$ cat src/rtl/eb_fifo.sv
// eb_fifo: DEPTH-entry valid/ready elastic buffer with registered t_ready and occupancy output.
// Optional zero-latency cut-through when empty: define EB_FIFO_BYPASS_EN.
module eb_fifo #(
    parameter int DWIDTH = 32,
    parameter int DEPTH  = 4,
    parameter int CW     = $clog2(DEPTH + 1)
) (
    input  logic              clk,
    input  logic              rstf,
    input  logic [DWIDTH-1:0] t_data,
    input  logic              t_valid,
    output logic              t_ready,
    output logic [DWIDTH-1:0] i_data,
    output logic              i_valid,
    input  logic              i_ready,
    output logic [CW-1:0]     count
);

    localparam int PW = (DEPTH > 1) ? $clog2(DEPTH) : 1;
    localparam logic [PW-1:0] LAST_PTR = PW'(DEPTH - 1);
    localparam logic [CW-1:0] FULL_CNT = CW'(DEPTH);

    logic [DWIDTH-1:0] r_mem [DEPTH];
    logic [PW-1:0]     r_wr_ptr;
    logic [PW-1:0]     r_rd_ptr;
    logic [CW-1:0]     r_count;

    logic w_empty;
    logic w_push;
    logic w_pop;

    assign w_empty = (r_count == '0);
    assign t_ready = (r_count != FULL_CNT);
    assign count   = r_count;

`ifdef EB_FIFO_BYPASS_EN
    logic w_cut;
    logic w_cut_through;

    // Cut-through is gated by rstf so nothing is presented while reset is held.
    assign w_cut         = w_empty & t_valid & rstf;
    assign w_cut_through = w_cut & i_ready;

    always_comb begin
        i_valid = ~w_empty | w_cut;
        i_data  = w_cut ? t_data : r_mem[r_rd_ptr];
        w_push  = t_valid & t_ready & ~w_cut_through;
        w_pop   = ~w_empty & i_ready;
    end
`else
    always_comb begin
        i_valid = ~w_empty;
        i_data  = r_mem[r_rd_ptr];
        w_push  = t_valid & t_ready;
        w_pop   = i_valid & i_ready;
    end
`endif

    always_ff @(posedge clk or negedge rstf) begin
        if (!rstf) begin
            r_wr_ptr <= '0;
            r_rd_ptr <= '0;
            r_count  <= '0;
            for (int unsigned i = 0; i < DEPTH; i++) begin
                r_mem[i] <= '0;
            end
        end else begin
            if (w_push) begin
                r_mem[r_wr_ptr] <= t_data;
                r_wr_ptr        <= (r_wr_ptr == LAST_PTR) ? '0 : r_wr_ptr + 1'b1;
            end
            if (w_pop) begin
                r_rd_ptr <= (r_rd_ptr == LAST_PTR) ? '0 : r_rd_ptr + 1'b1;
            end
            if (w_push && !w_pop) begin
                r_count <= r_count + 1'b1;
            end else if (w_pop && !w_push) begin
                r_count <= r_count - 1'b1;
            end
        end
    end

endmodule

$ cat config.mk
export PLATFORM = sky130hd
export DESIGN_NAME = eb_fifo
export DESIGN_NICKNAME = d
export VERILOG_FILES = /design/src/rtl/eb_fifo.sv
export SDC_FILE = /design/constraint.sdc
export NUM_CORES = 1
export LEC_CHECK = 0
export BUFFER_PORTS_ARGS = -buffer_cell sky130_fd_sc_hd__buf_2
export CAP_MARGIN = 20
export CORE_MARGIN = 5
export CORE_UTILIZATION = 30
export CTS_CLUSTER_DIAMETER = 150
export CTS_CLUSTER_SIZE = 30
export DETAILED_ROUTE_END_ITERATION = 12
export SYNTH_ARGS = -nofsm -noshare
export SYNTH_HDL_FRONTEND = slang
export SYNTH_SLANG_ARGS = --single-unit
$ cat constraint.sdc
create_clock -name clk -period 2.5 [get_ports clk]
set_input_delay 0.5 -clock clk [delete_from_list [all_inputs] [get_ports clk]]
set_output_delay 0.5 -clock clk [all_outputs]
set_load 0.01 [all_outputs]
After elaboration in Yosys (flattened, before gate mapping). Index checks and enable logic that the tools add are counted.

$add $sub $neg: 4. $lt $le $gt $ge: 3. Equality and inequality tests: 3. Muxes and demuxes: 10. Bitwise logic cells: 5. Reduce and logical (&&, ||, !) cells: 7.

Operators by type and width (count): $bwmux 128 (1); $mux 32 (3); $bmux 32 s2 (1); $demux 32 s2 (1); $ge 3x3->1 const B (2); $mux 3 (2); $not 2->3 (2); $add 2x1->2 const B (2); $eq 2x2->1 const B (2); $mux 2 (2); $add 3x1->3 const B (1); $logic_and 1x1->1 (3); $logic_not 3->1 (1); $lt 3x1->1 const B (1); $ne 3x3->1 const B (1); $sub 3x1->3 const B (1); $and 1x1->1 (2); $logic_not 1->1 (2); $reduce_bool 2->1 (1); $not 1->1 (1).

Flip-flop bits (word level): 135. Input bits: 36. Output and inout bits: 37. Word-level logic and storage cells: 39.

Depth between registers and ports, before layout.
Depth in word-level cells: 6. Depth in mapped cells: 8. Mapped depth without buffers: 8.

Worst setup path before layout. OpenSTA, ideal clock, no wires.

Path type: register to register. Start: reg r_count[1], in the netlist count[1]. End: reg r_count[2], in the netlist count[2]. Setup time: 0.079 ns. Data arrival time: 2.110 ns. Data required time: 2.421 ns. Path slack: 0.311 ns. Stages on the path, launching flop included: 9. Buffers on the path: 0. Clock period less this slack: 2.189 ns. Cell sequence: dfrtp_1 or3_2 nand2_1 ha_1 inv_1 fa_1 xor2_1 nor2_1 xor2_1.

Cells in the longest elaborated chain, start to end: 6. Elaborated cells between the ends (all ways): 14. Classes of those cells: 2 x add/sub; 1 x eq/ne; 2 x mux; 3 x bitwise; 6 x reduce/logical.

Ends and longest elaborated chain: start: declaration (RTL line 26) `logic [CW-1:0] r_count;`; start signal: assignment (RTL line 76) `r_count <= r_count + 1'b1;`; start signal: assignment (RTL line 78) `r_count <= r_count - 1'b1;`; $logic_not 3->1 * (RTL line 32) `assign w_empty = (r_count == '0);`; $not 1->1 * (RTL line 52) `i_valid = ~w_empty;`; via i_valid (RTL line 14) `output logic i_valid,`; $and 1x1->1 * (RTL line 55) `w_pop = i_valid & i_ready;`; $logic_not 1->1 (RTL line 75) `if (w_push && !w_pop) begin`; $logic_and 1x1->1 (RTL line 75); $mux 3 / $reduce_bool 2->1 (equally long branches).

The timed path passes the listed nets; every way through them passes the cells marked *. The select of a mux whose other input is x is not followed. A chain may end at the register's enable or synchronous reset.

Worst setup path after layout.
Start: reg r_rd_ptr[0]. End: out i_data[3].

Cells in the longest elaborated chain, start to end: 4.

Ends and longest elaborated chain: start: declaration (RTL line 25) `logic [PW-1:0] r_rd_ptr;`; start signal: assignment (RTL line 73) `r_rd_ptr <= (r_rd_ptr == LAST_PTR) ? '0 : r_rd_ptr + 1'b1;`; $not 2->3 (not written as such) (RTL line 53) `i_data = r_mem[r_rd_ptr];`; $bmux 32 s2 (RTL line 53); $mux 32 (not written as such) (2 in series) (RTL line 53); end: declaration (RTL line 13) `output logic [DWIDTH-1:0] i_data,`.

No other way between the ends. The select of a mux whose other input is x is not followed.

==> metrics.txt <==
status finished clean; clk buf depth 2; top cell type by total area after synthesis dfrtp_1; post-cts resize count 0; routed via count 3320; first-pass GRT wire length 20860 um; vias in the first global route 3818; sequential area share after synthesis 56.43%; Reg2Reg Depth 8; GP Congestion 0.7290; Clock Latency Late Sink 0.41 ns; leakage power 3.075 nW; Worst setup EP type output pin; CTS Sinks 135; fillers 1856; Yosys top cell area share 56.43%; Initial Utilization 30.66%; # port buffers 72; layout cells sized above 1 65.10%; antenna violations before repair 0; Setup TNS 0 ns; post-route ant nets 0; largest net degree at the start of global routing 51; drt initial violations 100; share of power burned in registers 36.8%; average wire per standard cell 17.72 um; dpl hpwl 8258 um; num ports 73; Synthesized Nets 392; Synth Cell Area 5987 sq um; unrepaired setup endpoints after global routing no; max_slew headroom 71.22%; ranking of synthesized cells by area dfrtp_1, mux2_2, mux4_2; maximum fanout along the worst path 18; Multi-input gate area 2450 sq um; die height 151.3 um; Synth Warn # 0; Synth cell types 17; final setup skew 0.007500 ns; CP required 2.00 ns; Int Pwr 7.361 mW; flops & latches, synth 135; Layout area overhead 21.80%; Tightest Pin Transition 0.4317 ns; Net Sw Frac 31.08%; switching pwr 3.320 mW; asr flop ratio synth 100.0%; RR Startpoint count[1]; Final min period 2.257 ns; die area 22880 sq um; list of most frequent post-synthesis cells dfrtp_1, mux2_2, mux4_2; core region area 19530 sq um; clock-pin slew on the worst setup and hold paths 0.06 ns; max_cap viols 0; Residual DRC 0; die width 151.3 um; fin area 7292 sq um; HP Class in2async; WL final 12620 um; Worst VDD drop 0.5504 mV; EDFF count, synth 0; Startpoint Class flip-flop; Rows 51; Clock Power Share 22.6%; RR Endpoint count[2]; fin nets 478; Slew Viols, Final 0; logic gate share of total power 40.6%; Final period util 90.28%; top-count cell post-synth dfrtp_1; # setup viols final 0; TritonCTS clock tree yes; placed cell areas 6711 sq um; Vias/cell 4.663; drt pass-1 iters 4; WP data arrival 1.76 ns; GRT Util Overall 12.17%; Synth Area per Inst 17.15 sq um; Finished Layout Cells 712; total grt overflow 0; Fin. Hold Viols 0; H-Tree Depth 4; Ant. Diodes 0; reg2reg setup slack 0.24 ns; root buf cell clkbuf_16; Cell Pwr Density 1465 nW/um^2; Post-synth top flop dfrtp_1; Placed Cells 680; Mapped Cells 349; Fmax 0.4431 GHz; total CTS buffers 17; CP Class reg2out; register area 3381 sq um
layout by cell type (no fill, tap or decap), drive strengths merged:
cell and instances:
and2b 1, buf 87, bufinv 2, clkbuf 19, clkinv 5, clkinvlp 5
dfrtp 135, fa 1, ha 6, inv 4, mux2 133, mux4 32
nand2 5, nor2 7, nor3b 1, or3 1, xnor2 1, xor2 2
state kept, by name (all words and copies together), names as in the netlist:
signal / count
r_wr_ptr: 2
r_mem: 128
r_rd_ptr: 2
count: 3
layout make-up:
| class | instances | share of cell area [%] |
|---|---|---|
| Multi-Input combinational cell | 190 | 33.60 |
| Clock buffer | 19 | 6.074 |
| Inverter | 4 | 0.2059 |
| Timing Repair Buffer | 87 | 7.430 |
| Tap cell | 265 | 4.547 |
| Clock inverter | 12 | 1.784 |
| Sequential cell | 135 | 46.36 |
per-layer routing:
metal | GRT usage (%) | vias up | routed length (um)
met5 | 0 | - | 0
met4 | 3.898 | 0 | 115
met1 | 15.40 | 1791 | 5496
li1 | - | 1459 | -
met2 | 19.25 | 59 | 6289
met3 | 4.668 | 11 | 716
worst max path at each step:
stage | startpoint | to
2_1_floorplan | count[1] | count[2]
3_3_place_gp | count[1] | count[2]
3_5_place_dp | count[1] | count[2]
4_1_cts | r_rd_ptr[0] | i_data[31]
5_1_grt | count[1] | count[2]
6_report | r_rd_ptr[0] | i_data[3]
kinds of logic after synthesis:
group	count (synthesis)	synth area share, %
muxes	165	37.05
DFF	135	56.43
buffers and inverters	24	3.156
and+or+nand+nor	15	1.338
adders and majority gates	7	1.588
xor gates and xnor gates	3	0.4390
per-stage QoR:
stage	utilization, %	setup slack, ns	total power [mW]	hold slack (ns)
final	37.34	0.2430	10.68	0.005798
after global routing	37.34	0.1130	11.41	0.01291
after CTS	37.31	0.03169	10.88	0.004728
after detailed placement	34.37	0.2653	8.414	0.4625
after global placement	34.37	0.3273	8.200	0.4478
after floorplan	-	0.3106	6.943	0.2044
critical path: stages (launching register included):
cell and delay [ns]:
dfrtp_2 0.42, buf_12 0.21, mux4_2 0.54, buf_2 0.16
power by group through the flow:
stage	Combinational, mW	Sequential (mW)	Clock [mW]
2_1_floorplan	3.20	3.74	0
3_3_place_gp	4.32	3.88	0
3_5_place_dp	4.42	4.00	0
4_1_cts	4.43	3.97	2.49
5_1_grt	4.75	4.08	2.58
6_report	4.34	3.93	2.41
timing repair:
| action | 4_1_cts | 5_1_grt |
|---|---|---|
| setup buffers | 0 | 1 |
| setup endpoints to repair | 0 | 12 |
| hold buffers | 0 | 0 |
No activity file was read; power rests on OpenSTA's default activity.
